<file path="src/rtl/id_pkg.sv">
// Shared ID-stage definitions: ALU op codes, operand selects, opcodes and the decoded bundle.
// MUL/DIV/REM codes are only produced when ID_RVM_EN is defined.
package id_pkg;

    localparam logic [4:0] ALU_ADD    = 5'd0;
    localparam logic [4:0] ALU_SUB    = 5'd1;
    localparam logic [4:0] ALU_SLL    = 5'd2;
    localparam logic [4:0] ALU_SLT    = 5'd3;
    localparam logic [4:0] ALU_SLTU   = 5'd4;
    localparam logic [4:0] ALU_XOR    = 5'd5;
    localparam logic [4:0] ALU_SRL    = 5'd6;
    localparam logic [4:0] ALU_SRA    = 5'd7;
    localparam logic [4:0] ALU_OR     = 5'd8;
    localparam logic [4:0] ALU_AND    = 5'd9;
    localparam logic [4:0] ALU_ADDW   = 5'd10;
    localparam logic [4:0] ALU_SUBW   = 5'd11;
    localparam logic [4:0] ALU_SLLW   = 5'd12;
    localparam logic [4:0] ALU_SRLW   = 5'd13;
    localparam logic [4:0] ALU_SRAW   = 5'd14;
    localparam logic [4:0] ALU_EQ     = 5'd15;
    localparam logic [4:0] ALU_NE     = 5'd16;
    localparam logic [4:0] ALU_GE     = 5'd17;
    localparam logic [4:0] ALU_GEU    = 5'd18;
    localparam logic [4:0] ALU_MUL    = 5'd19;  // 19..26 follow funct3 order mul..remu
    localparam logic [4:0] ALU_MULW   = 5'd27;
    localparam logic [4:0] ALU_DIVW   = 5'd28;
    localparam logic [4:0] ALU_DIVUW  = 5'd29;
    localparam logic [4:0] ALU_REMW   = 5'd30;
    localparam logic [4:0] ALU_NONE   = 5'd31;

    localparam logic [2:0] SRC1_RS1   = 3'd0;
    localparam logic [2:0] SRC1_ZERO  = 3'd4;
    localparam logic [2:0] SRC1_PC    = 3'd5;
    localparam logic [2:0] SRC2_RS2   = 3'd0;
    localparam logic [2:0] SRC2_IMM   = 3'd1;
    localparam logic [2:0] SRC2_FOUR  = 3'd5;

    localparam logic [6:0] OP_LUI     = 7'b0110111;
    localparam logic [6:0] OP_AUIPC   = 7'b0010111;
    localparam logic [6:0] OP_JAL     = 7'b1101111;
    localparam logic [6:0] OP_JALR    = 7'b1100111;
    localparam logic [6:0] OP_BRANCH  = 7'b1100011;
    localparam logic [6:0] OP_LOAD    = 7'b0000011;
    localparam logic [6:0] OP_STORE   = 7'b0100011;
    localparam logic [6:0] OP_IMM     = 7'b0010011;
    localparam logic [6:0] OP_IMM32   = 7'b0011011;
    localparam logic [6:0] OP_REG     = 7'b0110011;
    localparam logic [6:0] OP_REG32   = 7'b0111011;

    typedef struct packed {
        logic [4:0]  rs1;
        logic [4:0]  rs2;
        logic [4:0]  rd;
        logic [63:0] imm;
        logic [4:0]  alu_ctrl;
        logic [2:0]  src1_sel;
        logic [2:0]  src2_sel;
        logic        mem_r_en;
        logic        mem_w_en;
        logic        reg_w_en;
        logic        branch;
        logic        jalr;
        logic        illegal;
    } dec_bundle_t;

    function automatic logic [4:0] base_alu(input logic [2:0] f3, input logic alt);
        logic [4:0] op;
        case (f3)
            3'b000:  op = alt ? ALU_SUB : ALU_ADD;
            3'b001:  op = ALU_SLL;
            3'b010:  op = ALU_SLT;
            3'b011:  op = ALU_SLTU;
            3'b100:  op = ALU_XOR;
            3'b101:  op = alt ? ALU_SRA : ALU_SRL;
            3'b110:  op = ALU_OR;
            default: op = ALU_AND;
        endcase
        return op;
    endfunction

endpackage

</file>
<file path="src/rtl/id_decode_queue_if.sv">
// IF/EX-facing bus of the decode queue. Handshake: a beat moves on a rising edge where
// valid & ready are both high; valid never waits on ready, and ready never depends on valid.
interface id_decode_queue_if #(parameter int XLEN = 64);
    logic            in_valid;
    logic            in_ready;
    logic [XLEN-1:0] in_pc;
    logic [31:0]     in_ins;
    logic            flush;
    logic            redirect_valid;
    logic [XLEN-1:0] redirect_pc;
    logic            out_valid;
    logic            out_ready;
    logic [XLEN-1:0] out_pc;
    logic [31:0]     out_ins;
    logic [4:0]      out_rs1;
    logic [4:0]      out_rs2;
    logic [4:0]      out_rd;
    logic [XLEN-1:0] out_imm;
    logic [4:0]      out_alu_ctrl;
    logic [2:0]      out_src1_sel;
    logic [2:0]      out_src2_sel;
    logic            out_mem_r_en;
    logic            out_mem_w_en;
    logic            out_reg_w_en;
    logic            out_branch;
    logic            out_jalr;
    logic            out_illegal;

    modport master (
        output in_valid, in_pc, in_ins, flush, out_ready,
        input  in_ready, redirect_valid, redirect_pc, out_valid, out_pc, out_ins,
               out_rs1, out_rs2, out_rd, out_imm, out_alu_ctrl, out_src1_sel, out_src2_sel,
               out_mem_r_en, out_mem_w_en, out_reg_w_en, out_branch, out_jalr, out_illegal
    );

    modport slave (
        input  in_valid, in_pc, in_ins, flush, out_ready,
        output in_ready, redirect_valid, redirect_pc, out_valid, out_pc, out_ins,
               out_rs1, out_rs2, out_rd, out_imm, out_alu_ctrl, out_src1_sel, out_src2_sel,
               out_mem_r_en, out_mem_w_en, out_reg_w_en, out_branch, out_jalr, out_illegal
    );
endinterface

</file>
<file path="src/rtl/id_decoder.sv">
// Pure combinational RV64I instruction decoder producing a dec_bundle_t.
// ID_RVM_EN adds the M-extension encodings; otherwise they decode as illegal.
module id_decoder
    import id_pkg::*;
#(
    parameter int XLEN = 64
) (
    input  logic [31:0] ins,
    output dec_bundle_t dec
);

    logic        rv64;
    logic [6:0]  opcode;
    logic [2:0]  f3;
    logic [6:0]  f7;
    logic [63:0] imm_i, imm_s, imm_b, imm_u, imm_j;
    logic        ill;
    dec_bundle_t d;

    assign rv64   = (XLEN == 64);
    assign opcode = ins[6:0];
    assign f3     = ins[14:12];
    assign f7     = ins[31:25];
    assign imm_i  = {{52{ins[31]}}, ins[31:20]};
    assign imm_s  = {{52{ins[31]}}, ins[31:25], ins[11:7]};
    assign imm_b  = {{51{ins[31]}}, ins[31], ins[7], ins[30:25], ins[11:8], 1'b0};
    assign imm_u  = {{32{ins[31]}}, ins[31:12], 12'b0};
    assign imm_j  = {{43{ins[31]}}, ins[31], ins[19:12], ins[20], ins[30:21], 1'b0};

    always_comb begin
        d          = '0;
        ill        = 1'b0;
        d.rs1      = ins[19:15];
        d.rs2      = ins[24:20];
        d.rd       = ins[11:7];
        d.alu_ctrl = ALU_ADD;
        case (opcode)
            OP_LUI: begin
                d.imm = imm_u; d.src1_sel = SRC1_ZERO; d.src2_sel = SRC2_IMM; d.reg_w_en = 1'b1;
            end
            OP_AUIPC: begin
                d.imm = imm_u; d.src1_sel = SRC1_PC; d.src2_sel = SRC2_IMM; d.reg_w_en = 1'b1;
            end
            OP_JAL: begin
                d.imm = imm_j; d.src1_sel = SRC1_PC; d.src2_sel = SRC2_FOUR; d.reg_w_en = 1'b1;
            end
            OP_JALR: begin
                // ALU produces the link value; EX forms the target from rs1 + imm.
                d.imm = imm_i; d.src1_sel = SRC1_PC; d.src2_sel = SRC2_FOUR;
                d.reg_w_en = 1'b1; d.jalr = 1'b1;
                ill = (f3 != 3'b000);
            end
            OP_BRANCH: begin
                d.imm = imm_b; d.branch = 1'b1;
                case (f3)
                    3'b000:  d.alu_ctrl = ALU_EQ;
                    3'b001:  d.alu_ctrl = ALU_NE;
                    3'b100:  d.alu_ctrl = ALU_SLT;
                    3'b101:  d.alu_ctrl = ALU_GE;
                    3'b110:  d.alu_ctrl = ALU_SLTU;
                    3'b111:  d.alu_ctrl = ALU_GEU;
                    default: ill = 1'b1;
                endcase
            end
            OP_LOAD: begin
                d.imm = imm_i; d.src2_sel = SRC2_IMM; d.mem_r_en = 1'b1; d.reg_w_en = 1'b1;
                ill = (f3 == 3'b111) || (!rv64 && (f3 == 3'b011 || f3 == 3'b110));
            end
            OP_STORE: begin
                d.imm = imm_s; d.src2_sel = SRC2_IMM; d.mem_w_en = 1'b1;
                ill = f3[2] || (!rv64 && f3 == 3'b011);
            end
            OP_IMM: begin
                d.imm = imm_i; d.src2_sel = SRC2_IMM; d.reg_w_en = 1'b1;
                d.alu_ctrl = base_alu(f3, (f3 == 3'b101) && ins[30]);
                if (f3 == 3'b001)
                    ill = (ins[31:26] != 6'b0) || (!rv64 && ins[25]);
                else if (f3 == 3'b101)
                    ill = ({ins[31], ins[29:26]} != 5'b0) || (!rv64 && ins[25]);
            end
            OP_REG: begin
                d.reg_w_en = 1'b1;
                if (f7 == 7'b0000000)
                    d.alu_ctrl = base_alu(f3, 1'b0);
                else if (f7 == 7'b0100000 && (f3 == 3'b000 || f3 == 3'b101))
                    d.alu_ctrl = base_alu(f3, 1'b1);
`ifdef ID_RVM_EN
                else if (f7 == 7'b0000001)
                    d.alu_ctrl = ALU_MUL + {2'b00, f3};
`endif
                else
                    ill = 1'b1;
            end
            OP_IMM32: begin
                d.imm = imm_i; d.src2_sel = SRC2_IMM; d.reg_w_en = 1'b1;
                ill = !rv64;
                case (f3)
                    3'b000:  d.alu_ctrl = ALU_ADDW;
                    3'b001:  if (f7 == 7'b0000000) d.alu_ctrl = ALU_SLLW; else ill = 1'b1;
                    3'b101: begin
                        if (f7 == 7'b0000000)      d.alu_ctrl = ALU_SRLW;
                        else if (f7 == 7'b0100000) d.alu_ctrl = ALU_SRAW;
                        else                       ill = 1'b1;
                    end
                    default: ill = 1'b1;
                endcase
            end
            OP_REG32: begin
                d.reg_w_en = 1'b1;
                ill = !rv64;
                case ({f7, f3})
                    {7'b0000000, 3'b000}: d.alu_ctrl = ALU_ADDW;
                    {7'b0100000, 3'b000}: d.alu_ctrl = ALU_SUBW;
                    {7'b0000000, 3'b001}: d.alu_ctrl = ALU_SLLW;
                    {7'b0000000, 3'b101}: d.alu_ctrl = ALU_SRLW;
                    {7'b0100000, 3'b101}: d.alu_ctrl = ALU_SRAW;
`ifdef ID_RVM_EN
                    // remuw has no code of its own and stays illegal.
                    {7'b0000001, 3'b000}: d.alu_ctrl = ALU_MULW;
                    {7'b0000001, 3'b100}: d.alu_ctrl = ALU_DIVW;
                    {7'b0000001, 3'b101}: d.alu_ctrl = ALU_DIVUW;
                    {7'b0000001, 3'b110}: d.alu_ctrl = ALU_REMW;
`endif
                    default: ill = 1'b1;
                endcase
            end
            default: ill = 1'b1;
        endcase

        if (ill) begin
            d          = '0;
            d.rs1      = ins[19:15];
            d.rs2      = ins[24:20];
            d.rd       = ins[11:7];
            d.alu_ctrl = ALU_NONE;
            d.illegal  = 1'b1;
        end
        dec = d;
    end

endmodule

</file>
<file path="src/rtl/id_decode_queue.sv">
// Decode stage: decodes accepted instructions into a DEPTH-entry FIFO and redirects IF on JAL.
// Build with ID_RVM_EN defined to accept the M-extension (see id_decoder).
module id_decode_queue
    import id_pkg::*;
#(
    parameter int XLEN  = 64,
    parameter int DEPTH = 4
) (
    input logic               clk,
    input logic               reset,
    id_decode_queue_if.slave  bus
);

    localparam int            PW       = $clog2(DEPTH);
    localparam logic [PW:0]   FULL_CNT = (PW + 1)'(DEPTH);

    dec_bundle_t     dec_in;
    dec_bundle_t     dec_mem [DEPTH];
    logic [XLEN-1:0] pc_mem  [DEPTH];
    logic [31:0]     ins_mem [DEPTH];
    logic [PW-1:0]   rd_ptr, wr_ptr;
    logic [PW:0]     count;
    logic            push, pop, is_jal;
    logic            redirect_q;
    logic [XLEN-1:0] redirect_pc_q;
    dec_bundle_t     head;

    id_decoder #(.XLEN(XLEN)) u_decoder (.ins(bus.in_ins), .dec(dec_in));

    assign bus.in_ready  = ~reset & (count != FULL_CNT);
    assign bus.out_valid = (count != '0);
    assign is_jal        = (bus.in_ins[6:0] == OP_JAL);
    // The cycle after a JAL is a wrong-path fetch; it is dropped without lowering in_ready.
    assign push          = bus.in_valid & bus.in_ready & ~bus.flush & ~redirect_q;
    assign pop           = bus.out_valid & bus.out_ready;

    always_ff @(posedge clk) begin
        if (reset) begin
            rd_ptr        <= '0;
            wr_ptr        <= '0;
            count         <= '0;
            redirect_q    <= 1'b0;
            redirect_pc_q <= '0;
            for (int i = 0; i < DEPTH; i++) begin
                dec_mem[i] <= '0;
                pc_mem[i]  <= '0;
                ins_mem[i] <= '0;
            end
        end else if (bus.flush) begin
            rd_ptr     <= '0;
            wr_ptr     <= '0;
            count      <= '0;
            redirect_q <= 1'b0;
        end else begin
            if (push) begin
                dec_mem[wr_ptr] <= dec_in;
                pc_mem[wr_ptr]  <= bus.in_pc;
                ins_mem[wr_ptr] <= bus.in_ins;
                wr_ptr          <= wr_ptr + 1'b1;
            end
            if (pop)
                rd_ptr <= rd_ptr + 1'b1;
            count      <= count + {{PW{1'b0}}, push} - {{PW{1'b0}}, pop};
            redirect_q <= push & is_jal;
            if (push & is_jal)
                redirect_pc_q <= bus.in_pc + dec_in.imm[XLEN-1:0];
        end
    end

    assign head               = dec_mem[rd_ptr];
    assign bus.redirect_valid = redirect_q;
    assign bus.redirect_pc    = redirect_pc_q;
    assign bus.out_pc         = pc_mem[rd_ptr];
    assign bus.out_ins        = ins_mem[rd_ptr];
    assign bus.out_rs1        = head.rs1;
    assign bus.out_rs2        = head.rs2;
    assign bus.out_rd         = head.rd;
    assign bus.out_imm        = head.imm[XLEN-1:0];
    assign bus.out_alu_ctrl   = head.alu_ctrl;
    assign bus.out_src1_sel   = head.src1_sel;
    assign bus.out_src2_sel   = head.src2_sel;
    assign bus.out_mem_r_en   = head.mem_r_en;
    assign bus.out_mem_w_en   = head.mem_w_en;
    assign bus.out_reg_w_en   = head.reg_w_en;
    assign bus.out_branch     = head.branch;
    assign bus.out_jalr       = head.jalr;
    assign bus.out_illegal    = head.illegal;

endmodule

</file>
<file path="src/flat_wrapper.sv">
// flat-port wrapper written by rule: the top's interface ports become plain ports
module id_decode_queue_flat import id_pkg::*;
#(
    parameter int XLEN  = 64,
    parameter int DEPTH = 4
)
  (clk, reset, bus_in_valid, bus_in_pc, bus_in_ins, bus_flush, bus_out_ready, bus_in_ready, bus_redirect_valid, bus_redirect_pc, bus_out_valid, bus_out_pc, bus_out_ins, bus_out_rs1, bus_out_rs2, bus_out_rd, bus_out_imm, bus_out_alu_ctrl, bus_out_src1_sel, bus_out_src2_sel, bus_out_mem_r_en, bus_out_mem_w_en, bus_out_reg_w_en, bus_out_branch, bus_out_jalr, bus_out_illegal);
  id_decode_queue_if #(.XLEN(XLEN)) bus_i ();
  input logic clk;
  input logic reset;
  input wire logic [$bits(bus_i.in_valid)-1:0] bus_in_valid;
  input wire logic [$bits(bus_i.in_pc)-1:0] bus_in_pc;
  input wire logic [$bits(bus_i.in_ins)-1:0] bus_in_ins;
  input wire logic [$bits(bus_i.flush)-1:0] bus_flush;
  input wire logic [$bits(bus_i.out_ready)-1:0] bus_out_ready;
  output wire logic [$bits(bus_i.in_ready)-1:0] bus_in_ready;
  output wire logic [$bits(bus_i.redirect_valid)-1:0] bus_redirect_valid;
  output wire logic [$bits(bus_i.redirect_pc)-1:0] bus_redirect_pc;
  output wire logic [$bits(bus_i.out_valid)-1:0] bus_out_valid;
  output wire logic [$bits(bus_i.out_pc)-1:0] bus_out_pc;
  output wire logic [$bits(bus_i.out_ins)-1:0] bus_out_ins;
  output wire logic [$bits(bus_i.out_rs1)-1:0] bus_out_rs1;
  output wire logic [$bits(bus_i.out_rs2)-1:0] bus_out_rs2;
  output wire logic [$bits(bus_i.out_rd)-1:0] bus_out_rd;
  output wire logic [$bits(bus_i.out_imm)-1:0] bus_out_imm;
  output wire logic [$bits(bus_i.out_alu_ctrl)-1:0] bus_out_alu_ctrl;
  output wire logic [$bits(bus_i.out_src1_sel)-1:0] bus_out_src1_sel;
  output wire logic [$bits(bus_i.out_src2_sel)-1:0] bus_out_src2_sel;
  output wire logic [$bits(bus_i.out_mem_r_en)-1:0] bus_out_mem_r_en;
  output wire logic [$bits(bus_i.out_mem_w_en)-1:0] bus_out_mem_w_en;
  output wire logic [$bits(bus_i.out_reg_w_en)-1:0] bus_out_reg_w_en;
  output wire logic [$bits(bus_i.out_branch)-1:0] bus_out_branch;
  output wire logic [$bits(bus_i.out_jalr)-1:0] bus_out_jalr;
  output wire logic [$bits(bus_i.out_illegal)-1:0] bus_out_illegal;
  assign bus_i.in_valid = bus_in_valid;
  assign bus_i.in_pc = bus_in_pc;
  assign bus_i.in_ins = bus_in_ins;
  assign bus_i.flush = bus_flush;
  assign bus_i.out_ready = bus_out_ready;
  assign bus_in_ready = bus_i.in_ready;
  assign bus_redirect_valid = bus_i.redirect_valid;
  assign bus_redirect_pc = bus_i.redirect_pc;
  assign bus_out_valid = bus_i.out_valid;
  assign bus_out_pc = bus_i.out_pc;
  assign bus_out_ins = bus_i.out_ins;
  assign bus_out_rs1 = bus_i.out_rs1;
  assign bus_out_rs2 = bus_i.out_rs2;
  assign bus_out_rd = bus_i.out_rd;
  assign bus_out_imm = bus_i.out_imm;
  assign bus_out_alu_ctrl = bus_i.out_alu_ctrl;
  assign bus_out_src1_sel = bus_i.out_src1_sel;
  assign bus_out_src2_sel = bus_i.out_src2_sel;
  assign bus_out_mem_r_en = bus_i.out_mem_r_en;
  assign bus_out_mem_w_en = bus_i.out_mem_w_en;
  assign bus_out_reg_w_en = bus_i.out_reg_w_en;
  assign bus_out_branch = bus_i.out_branch;
  assign bus_out_jalr = bus_i.out_jalr;
  assign bus_out_illegal = bus_i.out_illegal;
  id_decode_queue #(.XLEN(XLEN), .DEPTH(DEPTH)) u_core (.clk(clk), .reset(reset), .bus(bus_i));
endmodule
</file>
<file path="config.mk">
export PLATFORM = sky130hd
export DESIGN_NAME = id_decode_queue_flat
export DESIGN_NICKNAME = d
export VERILOG_FILES = /design/src/rtl/id_pkg.sv /design/src/rtl/id_decode_queue_if.sv /design/src/rtl/id_decoder.sv /design/src/rtl/id_decode_queue.sv /design/src/flat_wrapper.sv
export SDC_FILE = /design/constraint.sdc
export NUM_CORES = 1
export LEC_CHECK = 0
export CORE_MARGIN = 1.5
export CORE_UTILIZATION = 50
export CTS_CLUSTER_DIAMETER = 50
export DETAILED_ROUTE_END_ITERATION = 7
export PLACE_DENSITY_LB_ADDON = 0.12
export SETUP_SLACK_MARGIN = 0.4
export SYNTH_ARGS = -nofsm -noshare
export SYNTH_HDL_FRONTEND = slang
export SYNTH_SLANG_ARGS = --single-unit
</file>
<file path="constraint.sdc">
create_clock -name clk -period 35.4 [get_ports clk]
set_input_delay 3.54 -clock clk [delete_from_list [all_inputs] [get_ports clk]]
set_output_delay 3.54 -clock clk [all_outputs]
set_load 0.05 [all_outputs]
</file>
==> out/results.txt <==
Status: completed
Cell-by-cell trace of the critical path: clkdlybuf4s50_1 -> nor4bb_1 -> and2_1 -> nor2b_1 -> o21ai_0 -> nand3_1 -> or2_1 -> nor2_1 -> ha_1 -> nand2_1 -> o21ai_0 -> a221oi_1 -> a2111oi_1 -> nor2b_1 -> o21a_1 -> a41o_1 -> a21oi_1 -> nor3_1 -> a311o_1
Yosys warning total: 0
Syn Std Cell Area: 31,500 sq um
# Max-Cap Violations: 0
Setup-failing EPs final: 0
Tightest slew margin relative to the limit: 27.3%
Total Routed Length: 90,300 um
Data arrival time at the worst-slack endpoint: 10.67 ns
Clock Skew: 0.0153 ns
Area of the die: 64,600 sq um
Largest net degree at the start of global routing: 144
Cell area power density: 49.3 nW/um^2
Cts bufs inserted: 79
Setup_tns: 0 ns
Number of antenna violations at the first check in global routing: 4
Starting utilization of the core area: 50.8%
Layout overhead on the synthesized area: 21.1%
Gr ovfl total: 0
Type of the worst setup path: in2reg
Core Box Area: 62,100 sq um
Slowest-stage cell, CP: sky130_fd_sc_hd__a2111oi_1
Weighted congestion at the end of routability-driven global placement: 0.945
FILL cells: 4,917
CTS tree: built
Number of nets in the layout: 3,057
Proportion of register bits with asynchronous set or reset after synthesis: 0%
Number of unique standard cell types used by synthesis: 72
Io pins: 360
Chip width: 254 um
Cts repair resizes: 0
Buffers inserted by post-CTS timing repair: 0
GRT Util Overall: 28.0%
Minimum period implied by the final worst setup slack: 10.17 ns
Half-perimeter wire length after detailed placement: 58,800 um
First-pass DRT Iterations: 5
Highest cell delay on the worst timing path: 0.95 ns
Commonest non-fill, non-tap cell in the layout: sky130_fd_sc_hd__edfxtp_1
Clock Path Buffers: 3
Height of the die: 254 um
Count of antenna diodes in the layout: 0
Clock latency reported for the late side of the worst-skew pair: 0.63 ns
Clock root buffer master: sky130_fd_sc_hd__clkbuf_16
Fin. max-slew vios: 0
Hold/Removal Path Class: reg2reg
Final cell count without fillers: 3,791
Number of buffers inserted by port buffering: 357
Fraction of final layout cells with drive strength greater than 1: 10.7%
Clock Pin Slew Worst Setup and Hold Paths: 0.06 ns
Register cell area after layout: 18,700 sq um
Gate Count Post-Synth: 2,624
Static power due to leakage: 0.0143 uW
Cell accounting for the most synthesized area: sky130_fd_sc_hd__edfxtp_1
Part of the cycle the worst path needs: 28.7%
Wire length of the first global-routing pass: 134,000 um
Startpoint class of the critical path: input port
Worst Path Buf+Inv: 1
Post-synthesis register bit count: 646
Post-route DRC violation count: 0
Register area share after synthesis: 59.2%
Primary FF master, synth: sky130_fd_sc_hd__edfxtp_1
Wirelength per Cell: 23.8 um
Share of the synthesized area in the top cell type: 54.5%
Number of synthesized flops with an enable pin: 572
Initial DRC count: 1,666
Total vias in the final route: 22.0k
Area taken by multi-input logic gates: 11,400 sq um
Unrepaired setup endpoints after global routing: no
Vias per cell: 5.79
Commonest cells after routing, fill and taps aside: sky130_fd_sc_hd__edfxtp_1 (572), sky130_fd_sc_hd__nor2_1 (423), sky130_fd_sc_hd__clkdlybuf4s50_1 (356)
Number of buffers inserted by hold repair at cts: 0
Worst Path Required: 35.90 ns
Final antenna-violating net count: 0
Peak supply drop: 42.6 uV
H-Tree Depth: 3
Final count of hold timing violations: 0
Via count of the first global-routing pass: 21.9k
Maximum net fanout on the critical path: 20
Placed Cells: 3,645
Kind of end point of the critical path: flip-flop
Clock net sink count: 646
Achievable frequency: 98.3 MHz
Top cells by area, synth: sky130_fd_sc_hd__edfxtp_1 (54%), sky130_fd_sc_hd__mux4_2 (10%), sky130_fd_sc_hd__nor2_1 (5.0%)
Mean instance size in the synthesized netlist: 12.0 sq um
Pin slew with the least headroom to its limit: 1.09 ns
Dominant delay contributor by cell family on the critical path: simple AND/OR/NAND/NOR gates
Rows: 91
==> logic make-up (layout without fill, tap and decap cells) <==
group | Yosys count | after routing | synth area share [%]
adders and majority gates | 67 | 67 | 2.71
other | 1 | 2 | 0.0119
AOI/OAI and AO/OA | 378 | 378 | 7.48
xor gates and xnor gates | 62 | 62 | 1.72
DFF | 646 | 646 | 59.2
and+or+nand+nor | 977 | 977 | 13.9
muxes | 143 | 143 | 10.2
buffers and inverters | 350 | 679 | 4.79
==> layer usage <==
metal / GRT usage, % / up-vias / part of all wire [%]
met5: 0 / - / 0.043
met4: 10.0 / 6 / 3.3
met3: 5.46 / 166 / 7.6
met2: 46.0 / 908 / 48
met1: 37.1 / 10923 / 41
li1: - / 9960 / -
==> per-stage QoR <==
step / instance area, sq um / setup slack, ns / hold WS, ns / util [%] / total power, uW
floorplan: 31500 / 20.15 / 0.484 / - / 1010
global placement: 35500 / 24.85 / 0.442 / 57.2 / 1070
detailed placement: 35500 / 24.59 / 0.445 / 57.2 / 1070
CTS: 38200 / 25.22 / 0.454 / 61.6 / 1900
global route: 38200 / 24.50 / 0.469 / 61.6 / 1930
finish: 38200 / 25.23 / 0.454 / 61.6 / 1880
==> cell usage after synthesis, types with 3 or more instances <==
| cell | instances |
|---|---|
| sky130_fd_sc_hd__ha_1 | 65 |
| sky130_fd_sc_hd__and4_1 | 3 |
| sky130_fd_sc_hd__buf_2 | 3 |
| sky130_fd_sc_hd__o211ai_1 | 9 |
| sky130_fd_sc_hd__a22oi_1 | 5 |
| sky130_fd_sc_hd__and2_1 | 110 |
| sky130_fd_sc_hd__or3_1 | 6 |
| sky130_fd_sc_hd__nand3_1 | 37 |
| sky130_fd_sc_hd__o21bai_1 | 13 |
| sky130_fd_sc_hd__a31oi_1 | 18 |
| sky130_fd_sc_hd__a21o_1 | 42 |
| sky130_fd_sc_hd__a31o_2 | 3 |
| sky130_fd_sc_hd__and3_1 | 38 |
| sky130_fd_sc_hd__o22ai_1 | 3 |
| sky130_fd_sc_hd__nor2_1 | 423 |
| sky130_fd_sc_hd__nor3_1 | 20 |
| sky130_fd_sc_hd__o2111ai_1 | 5 |
| sky130_fd_sc_hd__or2_2 | 3 |
| sky130_fd_sc_hd__nand2_1 | 268 |
| sky130_fd_sc_hd__xnor2_1 | 37 |
| sky130_fd_sc_hd__dfxtp_1 | 74 |
| sky130_fd_sc_hd__a211o_1 | 4 |
| sky130_fd_sc_hd__nand2b_1 | 12 |
| sky130_fd_sc_hd__a21boi_0 | 3 |
| sky130_fd_sc_hd__o21ai_0 | 73 |
| sky130_fd_sc_hd__buf_4 | 49 |
| sky130_fd_sc_hd__nand4_1 | 20 |
| sky130_fd_sc_hd__edfxtp_1 | 572 |
| sky130_fd_sc_hd__a211oi_1 | 10 |
| sky130_fd_sc_hd__xor2_1 | 25 |
| sky130_fd_sc_hd__nor2b_1 | 14 |
| sky130_fd_sc_hd__nor4b_1 | 5 |
| sky130_fd_sc_hd__clkbuf_1 | 126 |
| sky130_fd_sc_hd__mux4_2 | 143 |
| sky130_fd_sc_hd__inv_1 | 149 |
| sky130_fd_sc_hd__nand4b_1 | 4 |
| sky130_fd_sc_hd__buf_1 | 21 |
| sky130_fd_sc_hd__o31a_1 | 3 |
| sky130_fd_sc_hd__a21oi_1 | 143 |
| sky130_fd_sc_hd__o31ai_1 | 6 |
| sky130_fd_sc_hd__a221oi_1 | 5 |
| sky130_fd_sc_hd__a41oi_1 | 3 |
| sky130_fd_sc_hd__o21a_1 | 8 |
==> final timing paths <==
path | startpoint | to | slack (ns) | cells after the start
worst max register to register | u_core.count[1]$_SDFF_PP0_ | u_core.pc_mem[1][47]$_SDFFCE_PN0P_ | 30.79 | 10
worst min-delay path | u_core.bus.redirect_pc[20]$_SDFFE_PP0P_ | u_core.bus.redirect_pc[20]$_SDFFE_PP0P_ | 0.45 | 2
worst min register to register | u_core.bus.redirect_pc[20]$_SDFFE_PP0P_ | u_core.bus.redirect_pc[20]$_SDFFE_PP0P_ | 0.45 | 2
worst max-delay path | bus_in_ins[3] | u_core.bus.redirect_pc[63]$_SDFFE_PP0P_ | 25.23 | 19
==> final cells by class <==
type / instances / area share [%]
clock inverters: 45 / 1.29
multi-input cells: 1629 / 30.0
well taps: 837 / 2.74
clock buffers: 101 / 5.72
flip-flops and latches: 646 / 48.9
inverters: 150 / 1.48
repair buffers: 383 / 9.95
==> power breakdown <==
group | internal (uW) | switching (uW)
combinational | 62.3 | 128
clock | 500 | 327
sequential | 858 | 8.14
==> state kept, by name, indices dropped and copies added (netlist names), named ones only <==
signal                     cells
u_core.bus.redirect_pc        64
u_core.bus.redirect_valid      1
u_core.count                   3
u_core.dec_mem               188
u_core.ins_mem               128
u_core.pc_mem                256
u_core.rd_ptr                  2
u_core.wr_ptr                  2
==> tightest hold or removal path, cell delays in order (launching register included) <==
cell and delay (ns):
sky130_fd_sc_hd__dfxtp_1 0.30, sky130_fd_sc_hd__nand2_1 0.05, sky130_fd_sc_hd__a21oi_1 0.05
Note: power is estimated with default switching activity, not from simulation.
